### src/rtl/lcd_pkg.sv
// Definitions shared by the QC12864B (ST7920) 8-bit parallel bus reader and writer:
// command codes, the bus FSM states and the default 50 MHz timing.
package lcd_pkg;

    typedef enum logic [1:0] {
        CMD_RD_STAT = 2'b00,
        CMD_RD_DATA = 2'b01,
        CMD_WAIT    = 2'b10,
        CMD_ILLEGAL = 2'b11
    } lcd_cmd_e;

    typedef enum logic [2:0] {
        IDLE,
        SETUP,
        STROBE,
        HOLD,
        GAP
    } lcd_state_e;

    // Bus timing in 50 MHz clock cycles.
    localparam int unsigned LCD_T_AS      = 2;
    localparam int unsigned LCD_T_PW      = 16;
    localparam int unsigned LCD_T_H       = 2;
    localparam int unsigned LCD_T_GAP     = 40;
    localparam int unsigned LCD_MAX_POLLS = 1000;

    // Counter width able to hold the largest (duration - 1) load value.
    function automatic int unsigned tick_width(input int unsigned a, input int unsigned b,
                                               input int unsigned c, input int unsigned d);
        int unsigned m;
        m = a;
        if (b > m) m = b;
        if (c > m) m = c;
        if (d > m) m = d;
        return (m < 2) ? 1 : $clog2(m);
    endfunction

endpackage

### src/rtl/lcd_tick_cnt.sv
// Loadable down-counter; done is high while the count sits at zero.
module lcd_tick_cnt #(
    parameter int unsigned W = 8
) (
    input  logic         clk,
    input  logic         rst_n,
    input  logic         load,
    input  logic [W-1:0] load_val,
    output logic         done
);

    logic [W-1:0] cnt_q, cnt_d;

    always_comb begin
        cnt_d = cnt_q;
        if (load) begin
            cnt_d = load_val;
        end else if (cnt_q != '0) begin
            cnt_d = cnt_q - 1'b1;
        end
    end

    always_ff @(posedge clk) begin
        if (!rst_n) cnt_q <= '0;
        else        cnt_q <= cnt_d;
    end

    assign done = (cnt_q == '0);

endmodule

### src/rtl/st7920_bus_reader.sv
// Read-side bus master for the ST7920 in 8-bit parallel mode: status reads, data reads
// and a polled wait-until-not-busy. Control pins are muxed with the writer via bus_own.
module st7920_bus_reader
    import lcd_pkg::*;
#(
    parameter int unsigned T_AS      = LCD_T_AS,
    parameter int unsigned T_PW      = LCD_T_PW,
    parameter int unsigned T_H       = LCD_T_H,
    parameter int unsigned T_GAP     = LCD_T_GAP,
    parameter int unsigned MAX_POLLS = LCD_MAX_POLLS
) (
    input  logic       clk,
    input  logic       rst_n,
    input  logic       req,
    input  logic [1:0] cmd,
    output logic       ready,
    output logic       rd_valid,
    output logic [7:0] rd_data,
    output logic       busy_flag,
    output logic [6:0] addr_cnt,
    output logic       timeout,
    output logic       bus_own,
    output logic       RS,
    output logic       RW,
    output logic       EN,
    output logic       PSB,
    input  logic [7:0] DB
);

    localparam int unsigned CW = tick_width(T_AS, T_PW, T_H, T_GAP);
    localparam int unsigned PW = (MAX_POLLS > 1) ? $clog2(MAX_POLLS) : 1;
    localparam logic [PW-1:0] POLL_LAST = PW'(MAX_POLLS - 1);

    if (T_AS == 0 || T_PW == 0 || T_H == 0 || T_GAP == 0 || MAX_POLLS == 0) begin : g_bad_param
        $error("st7920_bus_reader: timing and poll parameters must be non-zero");
    end

    lcd_state_e     state_q, state_d;
    lcd_cmd_e       op_q, op_d;
    logic [PW-1:0]  poll_q, poll_d;
    logic           repoll_q, repoll_d;
    logic           illegal_q, illegal_d;
    logic [7:0]     rd_data_q, rd_data_d;
    logic           busy_q, busy_d;
    logic [6:0]     ac_q, ac_d;
    logic           timeout_q, timeout_d;
    logic           tick_load, tick_done, accept;
    logic [CW-1:0]  tick_val;

    lcd_tick_cnt #(.W(CW)) u_tick (
        .clk      (clk),
        .rst_n    (rst_n),
        .load     (tick_load),
        .load_val (tick_val),
        .done     (tick_done)
    );

    always_comb begin
        state_d   = state_q;
        op_d      = op_q;
        poll_d    = poll_q;
        repoll_d  = repoll_q;
        illegal_d = 1'b0;
        rd_data_d = rd_data_q;
        busy_d    = busy_q;
        ac_d      = ac_q;
        timeout_d = timeout_q;
        tick_load = 1'b0;
        tick_val  = '0;
        ready     = 1'b0;
        rd_valid  = illegal_q;

        unique case (state_q)
            IDLE: ready = 1'b1;
            SETUP: if (tick_done) begin
                state_d   = STROBE;
                tick_load = 1'b1;
                tick_val  = CW'(T_PW - 1);
            end
            STROBE: if (tick_done) begin
                state_d   = HOLD;
                tick_load = 1'b1;
                tick_val  = CW'(T_H - 1);
                rd_data_d = DB;
                if (op_q != CMD_RD_DATA) begin
                    busy_d = DB[7];
                    ac_d   = DB[6:0];
                end
                repoll_d = 1'b0;
                if (op_q == CMD_WAIT && DB[7]) begin
                    if (poll_q == POLL_LAST) timeout_d = 1'b1;
                    else                     repoll_d  = 1'b1;
                end
            end
            HOLD: if (tick_done) begin
                state_d   = GAP;
                tick_load = 1'b1;
                tick_val  = CW'(T_GAP - 1);
                rd_valid  = !repoll_q;
                if (repoll_q && poll_q != POLL_LAST) poll_d = poll_q + 1'b1;
            end
            GAP: if (tick_done) begin
                // A still-busy wait op loops straight back without releasing ready.
                if (repoll_q) begin
                    state_d   = SETUP;
                    tick_load = 1'b1;
                    tick_val  = CW'(T_AS - 1);
                end else begin
                    state_d = IDLE;
                    ready   = 1'b1;
                end
            end
            default: state_d = IDLE;
        endcase

        accept = req && ready;
        if (accept) begin
            if (cmd == CMD_ILLEGAL) begin
                state_d   = IDLE;
                illegal_d = 1'b1;
                timeout_d = 1'b1;
            end else begin
                state_d   = SETUP;
                tick_load = 1'b1;
                tick_val  = CW'(T_AS - 1);
                op_d      = lcd_cmd_e'(cmd);
                poll_d    = '0;
                repoll_d  = 1'b0;
                timeout_d = 1'b0;
            end
        end
    end

    always_ff @(posedge clk) begin
        if (!rst_n) begin
            state_q   <= IDLE;
            op_q      <= CMD_RD_STAT;
            poll_q    <= '0;
            repoll_q  <= 1'b0;
            illegal_q <= 1'b0;
            rd_data_q <= '0;
            busy_q    <= 1'b0;
            ac_q      <= '0;
            timeout_q <= 1'b0;
        end else begin
            state_q   <= state_d;
            op_q      <= op_d;
            poll_q    <= poll_d;
            repoll_q  <= repoll_d;
            illegal_q <= illegal_d;
            rd_data_q <= rd_data_d;
            busy_q    <= busy_d;
            ac_q      <= ac_d;
            timeout_q <= timeout_d;
        end
    end

    assign bus_own   = (state_q == SETUP) || (state_q == STROBE) || (state_q == HOLD);
    assign RW        = bus_own;
    assign RS        = bus_own && (op_q == CMD_RD_DATA);
    assign EN        = (state_q == STROBE);
    assign PSB       = 1'b1;
    assign rd_data   = rd_data_q;
    assign busy_flag = busy_q;
    assign addr_cnt  = ac_q;
    assign timeout   = timeout_q;

endmodule

### config.mk
export PLATFORM = sky130hd
export DESIGN_NAME = st7920_bus_reader
export DESIGN_NICKNAME = d
export VERILOG_FILES = /design/src/rtl/lcd_pkg.sv /design/src/rtl/lcd_tick_cnt.sv /design/src/rtl/st7920_bus_reader.sv
export SDC_FILE = /design/constraint.sdc
export NUM_CORES = 1
export LEC_CHECK = 0
export BUFFER_PORTS_ARGS = -buffer_cell sky130_fd_sc_hd__buf_2
export CORE_MARGIN = 2
export CORE_UTILIZATION = 59
export DETAILED_ROUTE_END_ITERATION = 6
export PLACE_DENSITY_LB_ADDON = 0.25
export SLEW_MARGIN = 0
export SYNTH_ARGS = -nofsm -noshare
export SYNTH_HDL_FRONTEND = slang
export SYNTH_HIERARCHICAL = 1
export SYNTH_SLANG_ARGS = --single-unit
### constraint.sdc
create_clock -name clk -period 5.9 [get_ports clk]
set_input_delay 0 -clock clk [delete_from_list [all_inputs] [get_ports clk]]
set_output_delay 0 -clock clk [all_outputs]
set_load 0.01 [all_outputs]
Yosys cells after proc, flatten, opt, wreduce, memory -nomap -nowiden. Index checks and enable logic that the tools add are counted.

Bits in registers: 40. Input bits: 13. Output and inout bits: 24. Word-level logic and storage cells: 96.

$add $sub $neg: 2. Eq/ne operators: 15. Multiplexer cells: 46. Bitwise operators: 1. Reductions and logical operators: 22.

Operator list (number): $mux 10 (5); $mux 6 (5); $mux 1 (26); $pmux 6 s4 (1); $mux 3 (5); $pmux 3 s5 (1); $add 10x1->10 const B (1); $eq 10x10->1 const B (1); $ne 10x10->1 const B (1); $reduce_bool 2->1 (5); $ne 3x3->1 const B (3); $eq 3x2->1 const B (2); $logic_not 6->1 (1); $reduce_and 2->1 (3); $reduce_bool 6->1 (1); $sub 6x1->6 const B (1); $reduce_and 5->1 (1); $eq 2x2->1 const B (2); $logic_and 1x1->1 (4); $mux 4 (1); $pmux 1 s2 (2); $reduce_and 4->1 (1); $eq 3x1->1 const B (1); $eq 3x3->1 const B (1); other kinds (10) (11).

Logic depth before layout (Yosys ltp). Gate-level depths: netlist of the first run.

Depth after elaboration: 7. Gate-level depth with buffers: 12. Gate-level depth less buffers: 11.

Modules after synthesis. Netlist of the first run, hierarchy kept.

Modules (own cells, without submodules): st7920_bus_reader (times used 1, cells an instance 191, area an instance 1592.8 um^2, sequential area each 680.7 um^2); lcd_tick_cnt (times used 1, cells an instance 43, area an instance 356.6 um^2, sequential area each 120.1 um^2).

Worst setup path before layout of the first run. Ideal clock, no wire load.

Kind: flip-flop to flip-flop. Start: register u_tick.cnt_q[0]. End: register u_tick.cnt_q[1]. Library setup time: 95 ps. Arrival time: 2213 ps. Required time: 5805 ps. Slack: 3591 ps. Stages on the path, launching flop included: 13. Buffers on the path: 1. Clock period less this slack: 2309 ps. Cells stage by stage: dfxtp_1 -> inv_1 -> ha_1 -> nand2b_1 -> nor2_1 -> buf_4 -> nor2b_1 -> o211ai_2 -> nor2_1 -> a21o_1 -> inv_1 -> nand3_1 -> o311ai_1.

Longest elaborated chain between the ends: 6. Elaborated cells on any way between the ends: 19. Those cells by class: add/sub (1); mux (14); reduce/logical (4).

Ends and longest elaborated chain: start, declared (line lcd_tick_cnt.sv:12) `logic [W-1:0] cnt_q, cnt_d;`; start signal, assigned (line lcd_tick_cnt.sv:25) `else cnt_q <= cnt_d;`; $logic_not 6->1 * (line lcd_tick_cnt.sv:28) `assign done = (cnt_q == '0);`; via tick_done (line st7920_bus_reader.sv:47) `logic tick_load, tick_done, accept;`; $mux 1 (on tied branches); $pmux 1 s2 (line st7920_bus_reader.sv:73) `unique case (state_q)`; $mux 1 / $logic_and 1x1->1 (equally long branches) (line st7920_bus_reader.sv:118, st7920_bus_reader.sv:116); $mux 1 * (line st7920_bus_reader.sv:117) `if (accept) begin`; via tick_load (line st7920_bus_reader.sv:47); $mux 6 / $reduce_bool 2->1 (equally long branches).

Mark *: on every way through the listed nets, which the timed path passes. The rest lies on a longest branch. The select of a mux whose other input is x is not followed. A chain may end at the register's enable or synchronous reset.

Final worst setup path of the first run.
Start: register u_tick.cnt_q[2]. End: register u_tick.cnt_q[4].

The elaborated chain is that of the path after synthesis.

==> results of run 1 <==
## metal layers
metal | global-route usage | wire length, um | share of wire | vias to the layer above
li1 | - | - | - | 890
met1 | 0.309 | 1960 | 0.48 | 785
met2 | 0.429 | 1900 | 0.47 | 28
met3 | 0.0693 | 146 | 0.036 | 6
met4 | 0.0942 | 58 | 0.014 | 0
met5 | 0 | 0 | 0 | -
## cells in the final DEF (no fill, tap or decap), drive strengths merged, types with 2 or more instances in the layout
master        n
xor2          2
o21ai         7
nand3        17
nand3b        2
nor4          3
nand2        37
clkinv        3
buf          36
a21o          2
conb          2
ha            3
or3           3
nand4         2
nor4bb        2
o211ai        4
nor2         18
clkbuf        5
a21oi         6
dlygate4sd3  11
inv           8
o21a          2
nor3          7
dfxtp        40
a21boi       17
nor3b         2
nand2b        4
o311ai        2
o221a         2
xnor2         9
## where the power goes
group,switching (mW),internal [mW]
combinational,0.149,0.107
sequential,0.0264,0.297
clock,0.0928,0.0457
total,0.268,0.450
## registers in the layout, indices dropped and copies added (netlist names)
| signal | flops |
|---|---|
| rd_data | 8 |
| illegal_q | 1 |
| busy_flag | 1 |
| timeout | 1 |
| u_tick/cnt_q | 6 |
| op_q | 2 |
| repoll_q | 1 |
| state_q | 3 |
| addr_cnt | 7 |
| poll_q | 10 |
## path summary, 6_finish.rpt
path / from / end / slack [ns] / cells after the start
worst max register to register: u_tick/cnt_q[2] / u_tick/cnt_q[4] / 2.97 / 9
worst min register to register: rd_data[2] / rd_data[2] / 0.47 / 2
worst min-delay path: rst_n / illegal_q / 0.09 / 3
worst max-delay path: u_tick/cnt_q[2] / u_tick/cnt_q[4] / 2.97 / 9
## layout make-up
type | count | area, um2
Clock inverter | 3 | 18.8
Multi-Input combinational cell | 170 | 1040
Fill cell | 263 | 828
Inverter | 8 | 30.0
Sequential cell | 40 | 801
Tap cell | 44 | 55.1
Timing Repair Buffer | 47 | 293
Clock buffer | 5 | 37.5
## kinds of logic after synthesis
| group | after synthesis | share of synthesized area |
|---|---|---|
| simple gates | 104 | 0.270 |
| fa+ha+maj | 3 | 0.0193 |
| mux | 1 | 0.00513 |
| xor+xnor | 11 | 0.0494 |
| flops | 40 | 0.411 |
| other cells | 2 | 0.00385 |
| buf+inv | 24 | 0.0590 |
| compound gates | 49 | 0.182 |
## worst min-delay path, delay by kind of cell
family | cells | cell delay [ns]
AND/OR/NAND/NOR | 2 | 0.16
buffers and inverters | 1 | 0.26
## stage by stage
| step | setup slack (ns) | instance area (um2) | hold WS [ns] | util |
|---|---|---|---|---|
| 3_5_place_dp | 3.05 | 2110 | 0.272 | 0.679 |
| 2_1_floorplan | 3.59 | 1950 | 0.141 | - |
| 5_1_grt | 2.65 | 2270 | 0.120 | 0.733 |
| 6_report | 2.97 | 2270 | 0.0872 | 0.733 |
| 3_3_place_gp | 3.12 | 2110 | 0.266 | 0.679 |
| 4_1_cts | 3.01 | 2270 | 0.0814 | 0.733 |
==> flow_summary.json, run 1 <==
{
  "starting_density": 0.628,
  "synth_top_cells_by_count": "sky130_fd_sc_hd__dfxtp_1, sky130_fd_sc_hd__nand2_1, sky130_fd_sc_hd__a21boi_0, sky130_fd_sc_hd__nand3_1, sky130_fd_sc_hd__nor2_1",
  "first_global_vias": 1672,
  "count_of_input_and_output_buffers": 35,
  "fp.dieArea_um2": 3780,
  "synth.top_cell.area_share": 0.411,
  "clock_insertion_delay_worst_skew_ns": 0.37,
  "timing.clock.skew_ns": 0.0153,
  "routed_wirelength_um": 4060,
  "post-dp-hpwl_um": 2680,
  "fp.coreArea_um2": 3100,
  "synth-seq-cells": 40,
  "cts.repair.resized": 0,
  "via_count": 1709,
  "synth_area_per_cell_um2": 8.33,
  "cts_tree": "done",
  "chipWidth_um": 61.5,
  "grt_pass1_wl_um": 7070,
  "worst_pin_slew_ns": 0.798,
  "drt_drc_violations_left": 0,
  "critPathRequiredTime_ns": 6.15,
  "route.antenna.remaining_nets": 0,
  "count_of_cell_types_in_the_netlist": 46,
  "layout.cells.non_filler": 317,
  "timing.critical_path.to_type": "register",
  "path_clk_slew_ns": 0.11,
  "ir_drop_v": 0.000189,
  "drt_first_iter_violations": 84,
  "cpPeakStageDelay_ns": 0.57,
  "yosys-top-cells-area": "sky130_fd_sc_hd__dfxtp_1, sky130_fd_sc_hd__nand2_1, sky130_fd_sc_hd__a21boi_0",
  "synthToLayoutAreaGrowth_pct": 16.7,
  "route.detailed.wl_per_inst_um": 12.8,
  "grt_usage": 0.254,
  "y_dimension_of_the_die_um": 61.5,
  "h_tree_lvl_count": 2,
  "power_density_nw_per_um2": 316,
  "power.leakage_nw": 0.879,
  "tns_ns": 0,
  "critical_path.top_delay_family": "simple AND/OR/NAND/NOR gates",
  "postSynthNetCount": 250,
  "critPathLaunchType": "register",
  "setup_viol_count_final": 0,
  "synthCells": 234,
  "antenna_found_initial": 0,
  "design.portCount": 37,
  "numPlacedInstances": 298,
  "syn-cell-area_um2": 1950,
  "fin_crit_ns": 2.93,
  "cts_max_path_buffers": 2,
  "hold_viol_final": 0,
  "synth-async-reset-ratio": 0,
  "nNetsFinal": 288,
  "post-synth-top-count-cell": "sky130_fd_sc_hd__dfxtp_1",
  "cts_root_buffer": "sky130_fd_sc_hd__clkbuf_4",
  "maximum_number_of_pins_on_one_net_before_global_route_repair": 34,
  "synth_edf_count": 0,
  "critPathMaxFanout": 11,
  "timing.final.max_slew_violations": 0,
  "antennaDiodeCount": 0,
  "cts-buffers-inserted": 5,
  "crit_path_frequent_cell": "sky130_fd_sc_hd__nor2_1",
  "globalplace.congestion": 0.773,
  "path_class": "reg2reg",
  "gr-total-overflow": 0,
  "numClockSinks": 40,
  "finalPower_uw": 718,
  "hold_class": "in2reg",
  "yosysWarnings": 6,
  "result_of_the_run": "completed",
  "crit_path_cell_trace": "or3_1 -> nor2_1 -> nor2b_1 -> o211ai_2 -> nor2_1 -> a21o_1 -> inv_1 -> o211ai_1 -> o21ai_0",
  "postCtsSetupRepairBufs": 0,
  "timing.fmax_mhz": 342,
  "hold_buf_count_cts": 11,
  "timing.final.crit_share": 0.496,
  "crit_path_top_delay_cell": "sky130_fd_sc_hd__nor2_1",
  "yosysTopAreaCell": "sky130_fd_sc_hd__dfxtp_1",
  "worst_slew_margin_rel": 0.464,
  "crit_buf_inv": 1,
  "synthFlopType": "sky130_fd_sc_hd__dfxtp_1",
  "critPathArrivalTime_ns": 3.17,
  "post_route_cells_drive_above_1_share": 0.183,
  "max_cap_viol_count": 0,
  "vias_per_cell": 5.39,
  "synth-seq-area-share": 0.411,
  "grt_setup_unrepaired": "no",
  "tritonroute_pass_1_iters": 4,
  "placement_rows": 20
}
(Power assumes the default switching activity.)
==> run 2: changes to the inputs <==
--- a/config.mk
+++ b/config.mk
@@ -7,7 +7,7 @@
 export LEC_CHECK = 0
 export BUFFER_PORTS_ARGS = -buffer_cell sky130_fd_sc_hd__buf_2
 export CORE_MARGIN = 2
-export CORE_UTILIZATION = 59
+export CORE_UTILIZATION = 49
 export DETAILED_ROUTE_END_ITERATION = 6
 export PLACE_DENSITY_LB_ADDON = 0.25
 export SLEW_MARGIN = 0
==> constraint.sdc (replaced) <==
create_clock -name clk -period 2.5 [get_ports clk]
set_input_delay 0 -clock clk [delete_from_list [all_inputs] [get_ports clk]]
set_output_delay 0 -clock clk [all_outputs]
set_load 0.01 [all_outputs]
==> run 2 against run 1 <==
Critical path depth stayed put. Clock power increased to 4.4 times the previous value. Core utilization shrank 10 points. Via count increased by 0.64%. Clock skew fell by 0.0081 ns. Maximum frequency rose by 30%. Final area up 3.9%. Critical path type unchanged. Highest routed layer unchanged.
==> flow_summary.json, run 2 (synthesis results as in run 1) <==
{
  "fp.coreArea_um2": 3740,
  "placement_rows": 22,
  "first_global_vias": 1533,
  "final_cell_mix": "sky130_fd_sc_hd__dfxtp_1, sky130_fd_sc_hd__nand2_1, sky130_fd_sc_hd__buf_2",
  "maximum_number_of_pins_on_one_net_before_global_route_repair": 34,
  "power_density_nw_per_um2": 860,
  "via_count": 1720,
  "antennaDiodeCount": 0,
  "setup_viol_count_final": 0,
  "critPathLaunchType": "register",
  "path_class": "reg2reg",
  "cts_tree": "done",
  "result_of_the_run": "completed",
  "crit_buf_inv": 2,
  "tritonroute_pass_1_iters": 4,
  "worst_slew_margin_rel": 0.657,
  "hold_path_startpoint": "cmd[0]",
  "vias_per_cell": 5.34,
  "hold_viol_final": 0,
  "critPathArrivalTime_ns": 2.49,
  "grt_pass1_wl_um": 6690,
  "nNetsFinal": 290,
  "post_route_cells_drive_above_1_share": 0.204,
  "finalWorstSetupSlack_ns": 0.242,
  "cpPeakStageDelay_ns": 0.43,
  "routed_wirelength_um": 3910,
  "worst_pin_slew_ns": 0.514,
  "critical_path.top_delay_family": "simple AND/OR/NAND/NOR gates",
  "registers.top_by_ff_count": "poll_q",
  "grt_usage": 0.196,
  "clock_insertion_delay_worst_skew_ns": 0.29,
  "post-dp-hpwl_um": 2690,
  "drt_first_iter_violations": 101,
  "max_cap_viol_count": 0,
  "r2r_start": "u_tick/cnt_q[0]",
  "timing.final.max_slew_violations": 0,
  "route.antenna.remaining_nets": 0,
  "antenna_found_initial": 0,
  "gr-total-overflow": 0,
  "timing.critical_path.to_type": "register",
  "count_of_input_and_output_buffers": 35,
  "chipWidth_um": 67.1,
  "design.portCount": 37,
  "fp.dieArea_um2": 4500,
  "globalplace.congestion": 0.876,
  "largest_register_ff_count": 10,
  "cts-buffers-inserted": 5,
  "grt_setup_unrepaired": "no",
  "timing.final.crit_share": 0.903,
  "cts_root_buffer": "sky130_fd_sc_hd__clkbuf_8",
  "hold_class": "in2reg",
  "finalHoldWorstSlack_ns": 0.00624,
  "h_tree_lvl_count": 2,
  "ir_drop_v": 0.000599,
  "critPathMaxFanout": 12,
  "cts_max_path_buffers": 2,
  "power.leakage_nw": 0.918,
  "path_clk_slew_ns": 0.08,
  "timing.fmax_mhz": 443,
  "crit_path_cell_trace": "inv_1 -> ha_1 -> nand2b_2 -> nor2_1 -> buf_4 -> nand4b_4 -> a311o_1 -> or3_1 -> a21oi_1",
  "layout.cells.most_common": "sky130_fd_sc_hd__dfxtp_1",
  "postCtsSetupRepairBufs": 0,
  "synthToLayoutAreaGrowth_pct": 21.2,
  "fin_crit_ns": 2.26,
  "numClockSinks": 40,
  "crit_path_top_delay_cell": "sky130_fd_sc_hd__a311o_1",
  "finalPower_mw": 2.03,
  "dp_slack_ns": 0.196,
  "timing.clock.skew_ns": 0.00716,
  "critPathRequiredTime_ns": 2.73,
  "critPathLaunch": "u_tick/cnt_q[0]",
  "starting_density": 0.521,
  "y_dimension_of_the_die_um": 67.1,
  "drt_drc_violations_left": 0,
  "route.detailed.wl_per_inst_um": 12.1,
  "tns_ns": 0
}
==> run 2: cell type report <==
cell class	instances	area, um2
fill	351	1380
multi-input combinational	170	1040
sequential	40	801
timing repair buffer	49	300
clock buffer	5	68.8
clock inverter	2	60.1
tap	48	60.1
inverter	8	30.0
==> run 2: metrics by stage <==
step	util	std cells	cell area (um2)
6_report	0.631	322	2360
2_1_floorplan	-	234	1950
5_1_grt	0.631	322	2360
4_1_cts	0.630	322	2360
3_5_place_dp	0.575	307	2150
3_3_place_gp	0.575	307	2150
==> run 2: report_power, final <==
part	switching, mW	total, mW	internal [mW]
combinational	0.361	0.659	0.299
clock	0.217	0.610	0.393
sequential	0.0608	0.762	0.701
total	0.639	2.03	1.39
==> run 2: what timing repair did <==
action                                  4_1_cts  5_1_grt
gates resized for setup                       0        2
endpoints found under the setup margin        0        8
hold buffers                                  8        0
hold endpoints to repair                     16        0
==> run 2: worst register-to-register path, delay by kind of cell, from the launching register on <==
family | cells | cell delay [ns]
AOI/OAI and AO/OA | 2 | 0.57
adders and majority gates | 1 | 0.19
buffers and inverters | 2 | 0.29
DFF | 1 | 0.34
and+or+nand+nor | 4 | 0.81
==> run 2: layer usage <==
metal / vias to the layer above / track usage / share of wire
met3: 5 / 0.0642 / 0.040
met5: - / 0 / 0
li1: 889 / - / -
met1: 794 / 0.249 / 0.47
met2: 32 / 0.314 / 0.48
met4: 0 / 0.0587 / 0.0082
==> run 2: worst paths after layout <==
| kind | endpoint | slack, ns | depth (start not counted) |
|---|---|---|---|
| setup / recovery | poll_q[3] | 0.24 | 9 |
| hold / removal | op_q[0] | 0.006 | 2 |
| setup reg to reg | poll_q[3] | 0.24 | 9 |
| hold reg to reg | rd_data[6] | 0.46 | 2 |
